$ cat config.mk
export PLATFORM = sky130hd
export DESIGN_NAME = ram_upload_reader_flat
export DESIGN_NICKNAME = d
export VERILOG_FILES = /design/src/rtl/hs_pkg.sv /design/src/rtl/ram_upload_reader_if.sv /design/src/rtl/ram_upload_reader.sv /design/src/flat_wrapper.sv
export SDC_FILE = /design/constraint.sdc
export NUM_CORES = 1
export LEC_CHECK = 0
export ABC_CLOCK_PERIOD_IN_PS = 2350
export BUFFER_PORTS_ARGS = -buffer_cell sky130_fd_sc_hd__clkbuf_2
export CORE_UTILIZATION = 54
export DETAILED_ROUTE_END_ITERATION = 10
export PLACE_DENSITY = 0.8
export SLEW_MARGIN = 20
export SYNTH_ARGS = -nofsm -noshare
export SYNTH_HDL_FRONTEND = slang
export SYNTH_SLANG_ARGS = --single-unit
export TNS_END_PERCENT = 20
$ cat constraint.sdc
create_clock -name clk_sys -period 2.35 [get_ports clk_sys]
set_input_delay 0.1175 -clock clk_sys [delete_from_list [all_inputs] [get_ports clk_sys]]
set_output_delay 0.1175 -clock clk_sys [all_outputs]
set_load 0.1 [all_outputs]
$ cat src/rtl/hs_pkg.sv
`default_nettype none
// +--------------------------------------------------------------------+
// | Package : hs_pkg                                                   |
// | Shared FSM state encoding and default host-upload index for the    |
// | RAM upload reader.                                                 |
// | Revision: 1.0 - initial release                                    |
// +--------------------------------------------------------------------+
package hs_pkg;

    // Default ioctl_index value that selects the RAM-save upload
    localparam int UPLOAD_INDEX_DEFAULT = 4;

    // Reader FSM states
    typedef enum logic [2:0] {
        ST_IDLE  = 3'd0,
        ST_HALT  = 3'd1,
        ST_FETCH = 3'd2,
        ST_WAIT  = 3'd3,
        ST_HOLD  = 3'd4
    } state_t;

endpackage : hs_pkg
`default_nettype wire

$ cat src/rtl/ram_upload_reader_if.sv
`default_nettype none
// +--------------------------------------------------------------------+
// | Interface : ram_upload_reader_if                                   |
// | Host ioctl upload bus: session flag, index, byte address and the   |
// | byte returned to the host.                                         |
// | Revision: 1.0 - initial release                                    |
// +--------------------------------------------------------------------+
interface ram_upload_reader_if;

    logic        ioctl_upload;
    logic [7:0]  ioctl_index;
    logic [24:0] ioctl_addr;
    logic [7:0]  ioctl_din;

    // Host side: drives the session, reads back data
    modport master (
        output ioctl_upload,
        output ioctl_index,
        output ioctl_addr,
        input  ioctl_din
    );

    // Reader side: follows the session, supplies data
    modport slave (
        input  ioctl_upload,
        input  ioctl_index,
        input  ioctl_addr,
        output ioctl_din
    );

endinterface : ram_upload_reader_if
`default_nettype wire

$ cat src/rtl/ram_upload_reader.sv
`default_nettype none
// +--------------------------------------------------------------------+
// | Module : ram_upload_reader                                         |
// | Serves a host upload of a saved game-RAM region: freezes the CPU,  |
// | reads bytes at cfg_base+ioctl_addr and returns them on ioctl_din,  |
// | padding with FF beyond cfg_len. Also raises upload_req on autosave.|
// | Revision: 1.0 - initial release                                    |
// +--------------------------------------------------------------------+
module ram_upload_reader
    import hs_pkg::*;
#(
    parameter int ADDR_W       = 16,
    parameter int LEN_W        = 8,
    parameter int UPLOAD_INDEX = UPLOAD_INDEX_DEFAULT,
    parameter int RAM_LAT      = 1
) (
    input  logic                clk_sys,
    input  logic                reset,
    ram_upload_reader_if.slave  io,
    input  logic [ADDR_W-1:0]   cfg_base,
    input  logic [LEN_W:0]      cfg_len,
    input  logic                save_req,
    output logic                upload_req,
    input  logic                cpu_paused,
    output logic [ADDR_W-1:0]   ram_addr,
    input  logic [7:0]          ram_data,
    output logic                ram_access,
    output logic                pause_cpu,
    output logic                busy
);

    localparam int CNT_W = (RAM_LAT < 1) ? 1 : $clog2(RAM_LAT + 1);

    state_t              state_q, state_d;
    logic                upl_prev_q;
    logic [ADDR_W-1:0]   base_q, base_d;
    logic [LEN_W:0]      len_q, len_d;
    logic [24:0]         addr_q, addr_d;
    logic [7:0]          din_q, din_d;
    logic [ADDR_W-1:0]   ram_addr_q, ram_addr_d;
    logic [CNT_W-1:0]    cnt_q, cnt_d;
    logic                upload_req_q, upload_req_d;
    logic                upl_rise;
    logic                addr_changed;

    assign upl_rise     = io.ioctl_upload && !upl_prev_q;
    assign addr_changed = (io.ioctl_addr != addr_q);

    assign io.ioctl_din = din_q;
    assign ram_addr     = ram_addr_q;
    assign upload_req   = upload_req_q;
    // The RAM read is in flight only while waiting out its latency
    assign ram_access   = (state_q == ST_WAIT);
    assign pause_cpu    = (state_q != ST_IDLE);
    assign busy         = (state_q != ST_IDLE);

    // Next-state and datapath decode for the upload session
    always_comb begin
        state_d      = state_q;
        base_d       = base_q;
        len_d        = len_q;
        addr_d       = addr_q;
        din_d        = din_q;
        ram_addr_d   = ram_addr_q;
        cnt_d        = cnt_q;
        upload_req_d = upload_req_q;

        // A session start wins over an autosave arriving in the same cycle
        if (upl_rise) begin
            upload_req_d = 1'b0;
        end else if (save_req && (state_q == ST_IDLE)) begin
            upload_req_d = 1'b1;
        end

        case (state_q)
            ST_IDLE: begin
                if (upl_rise && (io.ioctl_index == 8'(UPLOAD_INDEX))) begin
                    state_d = ST_HALT;
                    base_d  = cfg_base;
                    len_d   = cfg_len;
                end
            end
            ST_HALT: begin
                if (cpu_paused) begin
                    state_d = ST_FETCH;
                end
            end
            ST_FETCH: begin
                // Always fetch the newest address; beyond the region pad with FF
                addr_d = io.ioctl_addr;
                if (io.ioctl_addr >= 25'(len_q)) begin
                    din_d   = 8'hFF;
                    state_d = ST_HOLD;
                end else begin
                    ram_addr_d = base_q + io.ioctl_addr[ADDR_W-1:0];
                    cnt_d      = '0;
                    state_d    = ST_WAIT;
                end
            end
            ST_WAIT: begin
                // A newer address abandons this read so only one result lands
                if (addr_changed) begin
                    state_d = ST_FETCH;
                end else if (cnt_q == CNT_W'(RAM_LAT)) begin
                    din_d   = ram_data;
                    state_d = ST_HOLD;
                end else begin
                    cnt_d = cnt_q + CNT_W'(1);
                end
            end
            ST_HOLD: begin
                if (addr_changed) begin
                    state_d = ST_FETCH;
                end
            end
            default: begin
                state_d = ST_IDLE;
            end
        endcase

        // End of session returns to idle from anywhere
        if ((state_q != ST_IDLE) && !io.ioctl_upload) begin
            state_d = ST_IDLE;
        end
    end

    // State and datapath registers; upload history resets high so a
    // session still open across reset is not seen as a new start
    always_ff @(posedge clk_sys) begin
        if (reset) begin
            state_q      <= ST_IDLE;
            upl_prev_q   <= 1'b1;
            base_q       <= '0;
            len_q        <= '0;
            addr_q       <= '0;
            din_q        <= 8'h00;
            ram_addr_q   <= '0;
            cnt_q        <= '0;
            upload_req_q <= 1'b0;
        end else begin
            state_q      <= state_d;
            upl_prev_q   <= io.ioctl_upload;
            base_q       <= base_d;
            len_q        <= len_d;
            addr_q       <= addr_d;
            din_q        <= din_d;
            ram_addr_q   <= ram_addr_d;
            cnt_q        <= cnt_d;
            upload_req_q <= upload_req_d;
        end
    end

endmodule : ram_upload_reader
`default_nettype wire
$ cat src/flat_wrapper.sv
// flat-port wrapper written by rule: the top's interface ports become plain ports
module ram_upload_reader_flat import hs_pkg::*;
#(
    parameter int ADDR_W       = 16,
    parameter int LEN_W        = 8,
    parameter int UPLOAD_INDEX = UPLOAD_INDEX_DEFAULT,
    parameter int RAM_LAT      = 1
)
  (clk_sys, reset, cfg_base, cfg_len, save_req, upload_req, cpu_paused, ram_addr, ram_data, ram_access, pause_cpu, busy, io_ioctl_upload, io_ioctl_index, io_ioctl_addr, io_ioctl_din);
  ram_upload_reader_if io_i ();
  input  logic clk_sys;
  input  logic reset;
  input  logic [ADDR_W-1:0] cfg_base;
  input  logic [LEN_W:0] cfg_len;
  input  logic save_req;
  output logic upload_req;
  input  logic cpu_paused;
  output logic [ADDR_W-1:0] ram_addr;
  input  logic [7:0] ram_data;
  output logic ram_access;
  output logic pause_cpu;
  output logic busy;
  input wire logic [$bits(io_i.ioctl_upload)-1:0] io_ioctl_upload;
  input wire logic [$bits(io_i.ioctl_index)-1:0] io_ioctl_index;
  input wire logic [$bits(io_i.ioctl_addr)-1:0] io_ioctl_addr;
  output wire logic [$bits(io_i.ioctl_din)-1:0] io_ioctl_din;
  assign io_i.ioctl_upload = io_ioctl_upload;
  assign io_i.ioctl_index = io_ioctl_index;
  assign io_i.ioctl_addr = io_ioctl_addr;
  assign io_ioctl_din = io_i.ioctl_din;
  ram_upload_reader #(.ADDR_W(ADDR_W), .LEN_W(LEN_W), .UPLOAD_INDEX(UPLOAD_INDEX), .RAM_LAT(RAM_LAT)) u_core (.clk_sys(clk_sys), .reset(reset), .io(io_i), .cfg_base(cfg_base), .cfg_len(cfg_len), .save_req(save_req), .upload_req(upload_req), .cpu_paused(cpu_paused), .ram_addr(ram_addr), .ram_data(ram_data), .ram_access(ram_access), .pause_cpu(pause_cpu), .busy(busy));
endmodule
==> results of run 1 <==
==> tightest hold or removal path: cells and delay by family <==
kind,cells,cell delay (ns)
and+or+nand+nor,1,0.05
buffers and inverters,1,0.08
AOI/OAI and AO/OA,1,0.06
==> stage by stage <==
stage          TNS, ns  power, uW  setup slack, ns
4_1_cts              0       2920           0.0111
3_3_place_gp         0       1610            0.137
2_1_floorplan        0       1510            0.219
6_report             0       2920           0.0921
5_1_grt        -0.0174       3010          -0.0150
3_5_place_dp         0       1620           0.0566
==> placed cells by master (no fill, tap or decap), types with 7 or more instances in the layout <==
| cell type | instances |
|---|---|
| ha_1 | 23 |
| buf_4 | 7 |
| nor4_1 | 9 |
| dfxtp_1 | 79 |
| nor2_1 | 18 |
| xnor2_1 | 9 |
| clkbuf_8 | 9 |
| nand3_1 | 10 |
| inv_1 | 37 |
| a221oi_1 | 10 |
| dlygate4sd3_1 | 19 |
| nand2_1 | 112 |
| a21oi_1 | 71 |
| clkbuf_2 | 98 |
| xor2_1 | 26 |
==> synth_stat cells (all sizes together), types with 2 or more instances <==
cell,count,area share [%]
nand2,113,10
dfxtp,80,38
a21oi,71,8.4
inv,37,3.3
xor2,26,5.4
ha,24,7.1
nor2,19,1.7
clkbuf,17,1.5
o21ai,12,1.4
a221oi,11,2.3
nand3,11,1.4
nor4,10,1.6
buf,9,1.2
xnor2,9,1.9
nor3,7,0.83
a21o,6,1.1
and3,6,0.89
nand3b,6,1.1
mux2i,5,1.2
o31ai,5,1.0
a211oi,4,0.83
o21a,4,0.71
nand4,3,0.44
nor2b,3,0.44
nor3b,3,0.53
o211ai,3,0.53
or2,3,0.50
a31oi,2,0.30
and2,2,0.30
o21bai,2,0.35
o31a,2,0.41
or3,2,0.30
==> report_power, final <==
group | switching (uW) | leakage [uW] | internal [uW] | total [uW]
clock | 495 | 0.000125 | 805 | 1300
sequential | 1.16 | 0.000645 | 1360 | 1360
combinational | 146 | 0.00144 | 118 | 264
total | 642 | 0.00221 | 2280 | 2920
==> metal layers <==
| metal | track usage (%) | vias to the layer above | wire, microns |
|---|---|---|---|
| li1 | - | 2035 | - |
| met5 | 0 | - | 0 |
| met1 | 33.4 | 1929 | 4820 |
| met2 | 48.0 | 146 | 5450 |
| met4 | 10.6 | 0 | 282 |
| met3 | 3.87 | 23 | 555 |
==> state kept, by name, indices dropped and copies added (netlist names) <==
signal               flops
u_core.base_q           16
u_core.addr_q           25
u_core.len_q             9
u_core.upload_req        1
u_core.cnt_q             1
u_core.io.ioctl_din      8
u_core.state_q           3
u_core.upl_prev_q        1
u_core.ram_addr         16
==> repair_timing <==
| action | in CTS | in global routing |
|---|---|---|
| gates resized for setup | 0 | 9 |
| setup endpoints to repair | 0 | 15 |
| endpoints found under the hold margin | 19 | 0 |
| setup buffers | 0 | 1 |
| hold buffers | 19 | 0 |
==> cells by family after synthesis <==
family          Yosys count
flops                    80
buf+inv                  63
compound gates          131
fa+ha+maj                25
simple gates            190
xor+xnor                 35
mux                       5
==> cell type report <==
cell class / count / area, sq um
inverter: 37 / 139
sequential: 80 / 1600
timing repair buffer: 125 / 753
multi-input combinational: 386 / 2420
clock buffer: 9 / 124
clock inverter: 6 / 133
tap: 99 / 124
fill: 564 / 2110
==> final timing paths <==
| check | start | end |
|---|---|---|
| hold / removal | cfg_base[14] | u_core.base_q[14] |
| setup / recovery | u_core.len_q[3] | u_core.ram_addr[9] |
| setup reg to reg | u_core.len_q[3] | u_core.ram_addr[9] |
| hold reg to reg | u_core.ram_addr[10] | u_core.ram_addr[10] |
==> metrics.txt, run 1 <==
Synth cell types=54; clk_lat worst skew=0.35 ns; ant diodes=0; Layout Nets=735; max capacitance violation total=0; 1st-iter DRT viols=270; reg-to-reg slack, setup=0.09 ns; DRC Markers=0; worst vdd ir=0.000321 V; worst-margin pin slew=0.864 ns; Crit Path Category=register to register; Synth Flop Type=dfxtp_1; total track usage=27.3%; crit share post-route=96.1%; largest family of logic cells by synthesized area=simple AND/OR/NAND/NOR gates; Worst EP required=2.61 ns; post-DP HPWL=7980 microns; core area=0.00741 sq mm; xor/xnor share of the synthesized area=7.25%; CP max-delay cell=o311ai_4; WL/cell=15.0 microns; die area=0.00819 sq mm; initial core utilization=57.1%; Seq cells post-synth=80; Pleak=0.00221 uW; CTS Buffer Depth=2; Placed Instances=707; crit path buf inv count=1; CP max stage delay=0.40 ns; DRT antenna net count=0; I/O Pins=99; vias per inst=5.57; Post-Syn Area per Cell=8.00 sq um; ys async rst share=0%; clock sinks=80; # rows=31; final core utilization=71.5%; simple-gate share of the synthesized area=20.4%; global-route wire length before repair=18100 microns; r2r worst-path depth=8; mux cell area share after synthesis=1.18%; Syn Nets=625; post-synthesis sequential area ratio=37.9%; synth warn=0; H-tree levels=3; hold slack=-0.00233 ns; largest net degree at the start of global routing=56; Num CTS Buffers=9; crit path cell chain=inv_1, ha_1, and3_1, a41o_1, o311ai_4, nand3_2, or2_4, o31ai_2; logic depth of the worst setup path including buffers=8; RePlAce Congestion=0.958; WP data arrival=2.52 ns; Fmax=443 MHz; Clock Tree Root=clkbuf_8; proportion of layout cells with a drive suffix above 1=22.1%; port buffer count=98; CP Max Fanout=7; TritonRoute pass-1 iters=4; Critical Path Sink Type=register; Placed Instance Area=0.00480 sq mm; routed wire length=11100 microns; Hold Vio Cnt, Final=1; Cell Pwr Density=551 mW/mm^2; CP Launch Type=register; Setup Skew=0.0111 ns; failing checks=hold timing; EDFF count, synth=0; synthesized area=0.00423 sq mm; fin crit period=2.26 ns; DR vias=4133; Setup violations, final=0; Cells after Synth=529; vias in the first global route=3970; Finished Layout Cells=742; post-synthesis adder-cell area fraction=7.57%; GR Overflow Total=0; Area Overhead vs Synth=25.3%; Die Ht=90.5 microns; status=complete, but fails checks; worst hold path class=primary input to register; hold path cells=3; post-synthesis compound-gate area fraction=19.7%; TritonCTS clock tree=yes; Slew headroom=42.4%; antenna violations before repair=0; Slew Viols, Final=0; CP delay by family, top=compound AO/OA/AOI/OAI gates; Finished Cell Area=0.00530 sq mm; Worst-path clk slew=0.09 ns; die width=90.5 microns
Note: power is estimated with default switching activity, not from simulation.
==> run 2, diff against run 1 <==
--- a/config.mk
+++ b/config.mk
@@ -9,6 +9,7 @@
 export BUFFER_PORTS_ARGS = -buffer_cell sky130_fd_sc_hd__clkbuf_2
 export CORE_UTILIZATION = 54
 export DETAILED_ROUTE_END_ITERATION = 10
+export MAX_ROUTING_LAYER = met4
 export PLACE_DENSITY = 0.8
 export SLEW_MARGIN = 20
 export SYNTH_ARGS = -nofsm -noshare
==> run 2 against run 1 <==
Net effect:
- the flow now finishes without violations
- first-iteration DRC count decreased by 6.3%
- maximum frequency shrank 0.46%
- sequential share of layout area rose by 0.57 points
- highest routed layer unchanged
==> metrics.txt, run 2 (synthesis gave the netlist of run 1 again) <==
# rows=31 (unchanged); I/O Pins=99 (unchanged); fin crit period=2.27 ns (+0.0105 ns); WL/cell=14.9 microns (-0.63%); crit share post-route=96.5% (+0.45 points); Die Ht=90.5 microns (unchanged); CP Launch Type=register; NetSw=619 uW (-3.6%); DRC Markers=0 (unchanged); Area Overhead vs Synth=22.9%; initial core utilization=57.1% (unchanged); RR Endpoint=u_core.ram_addr[9]; Comb pwr share=9.4% (+0.4 points); H-tree levels=3 (unchanged); Critical Path Sink Type=register; Worst EP required=2.61 ns (about the same); Setup Skew=0.00882 ns (-0.00232 ns); Slew headroom=41.8% (-0.54 points); RSZ-0062 raised after global routing=true; die area=0.00819 sq mm (unchanged); worst-margin pin slew=0.873 ns (+0.00817 ns); worst vdd ir=0.000435 V (+35%); Fmax=441 MHz (-0.46%); max capacitance violation total=0 (unchanged); 1st-iter DRT viols=253 (-6.3%); sw frac=22.6% (+0.63 points); CTS Buffer Depth=2 (unchanged); commonest non-fill, non-tap cell in the layout=nand2_1; vias per inst=5.54 (-0.60%); post-DP HPWL=8000 microns (+0.28%); FF-to-FF Start=u_core.len_q[4]; ant diodes=0 (unchanged); Pleak=0.00218 uW (-1.3%); crit path buf inv count=1 (unchanged); CP Max Fanout=7 (unchanged); CP max stage delay=0.34 ns (-0.06 ns); Worst-path clk slew=0.08 ns (about the same); die width=90.5 microns (unchanged); routed wire length=11000 microns (-1.2%); CP delay by family, top=compound AO/OA/AOI/OAI gates; Cell Pwr Density=527 mW/mm^2 (-4.5%); RePlAce Congestion=0.979 (+2.2%); Setup violations, final=0 (unchanged); Crit Path Category=register to register; status=finished clean; most frequent cells in the layout=nand2_1 (113), clkbuf_2 (98), dfxtp_1 (80); worst hold path class=primary input to register; TritonCTS clock tree=yes; largest net degree at the start of global routing=56 (unchanged); Hold Vio Cnt, Final=0 (-1); vias in the first global route=3999 (+0.73%); Slew Viols, Final=0 (unchanged); crit path cell chain=inv_1, ha_1, and3_1, a41o_1, o311ai_4, nand3_2, or2_4, o31ai_2; hold path cells=3 (unchanged); clock sinks=80 (unchanged); Placed Instance Area=0.00480 sq mm (unchanged); sequential fraction of design power=49.6% (+3.1 points); clk_lat worst skew=0.34 ns (about the same); Num CTS Buffers=9 (unchanged); DR vias=4086 (-1.1%); Internal=2120 uW (-7.1%); Layout Nets=731 (-0.54%); GR Overflow Total=0 (unchanged); Finished Cell Area=0.00520 sq mm (-1.9%); DRT antenna net count=0 (unchanged); TritonRoute pass-1 iters=5 (+1); Worst Hold Launch=cfg_base[12]; WP data arrival=2.53 ns (about the same); Fin Setup TNS=0 ns (unchanged); WHS Endpoint=u_core.base_q[12]; CP max-delay cell=o311ai_4; r2r worst-path depth=8 (unchanged); total track usage=28.8% (+1.5 points); global-route wire length before repair=18500 microns (+2.3%); port buffer count=98 (unchanged); Most flops, register=u_core.addr_q; core area=0.00741 sq mm (unchanged); proportion of layout cells with a drive suffix above 1=21.3% (-0.80 points); reg-to-reg slack, setup=0.08 ns (about the same); Clk pwr share=41.0% (-3.5 points); Clock Tree Root=clkbuf_8; final core utilization=70.2% (-1.4 points); antenna violations before repair=0 (unchanged); number of flip-flops in the largest register=25 (unchanged)
[run 2: tightest hold or removal path, cell delays in order]
cell	delay [ns]
clkbuf_2	0.08
nand2_1	0.05
a21oi_1	0.05
[run 2: per-layer routing]
layer  share of wire [%]  global-route usage (%)
met4                 3.0                    11.0
met2                  48                    49.7
met1                  43                    34.0
met5                   0                       -
met3                 5.2                    3.54
[run 2: what timing repair did]
item,in CTS,in global routing
buffers inserted,0,1
pin swaps,0,2
hold buffers,15,0
endpoints found under the hold margin,15,0
gates resized for setup,1,3
endpoints found under the setup margin,1,17
[run 2: power by group through the flow]
stage | registers, uW | logic, uW | clock network (uW)
finish | 1360 | 257 | 1120
global route | 1360 | 278 | 1210
CTS | 1360 | 252 | 1140
detailed placement | 1390 | 230 | 0
global placement | 1390 | 223 | 0
floorplan | 1400 | 110 | 0
[run 2: layout make-up]
class / instances / area [sq um]
clock buffers: 12 / 155
inverters: 37 / 139
repair buffers: 121 / 713
well taps: 99 / 124
clock inverters: 3 / 65.1
flip-flops and latches: 80 / 1600
fillers: 606 / 2210
multi-input cells: 386 / 2400
[run 2: worst max path at each step]
stage	startpoint	to	slack, ns	cells after the start
2_1_floorplan	u_core.state_q[0]	u_core.base_q[5]	0.22	7
3_3_place_gp	u_core.len_q[4]	u_core.io.ioctl_din[4]	0.14	8
3_5_place_dp	u_core.len_q[4]	u_core.io.ioctl_din[4]	0.07	8
4_1_cts	u_core.base_q[0]	u_core.ram_addr[14]	0.02	9
5_1_grt	u_core.base_q[0]	u_core.ram_addr[14]	-0.05	9
6_report	u_core.len_q[4]	u_core.ram_addr[9]	0.08	8
[run 2: per-stage QoR]
| step | power (uW) | hold slack, ns | instances | setup slack [ns] |
|---|---|---|---|---|
| 6_report | 2740 | 0.00378 | 738 | 0.0815 |
| 5_1_grt | 2850 | 0.0102 | 738 | -0.0544 |
| 2_1_floorplan | 1510 | 0.224 | 529 | 0.219 |
| 3_3_place_gp | 1610 | 0.340 | 707 | 0.138 |
| 3_5_place_dp | 1620 | 0.346 | 707 | 0.0750 |
| 4_1_cts | 2750 | 0.00112 | 737 | 0.0180 |
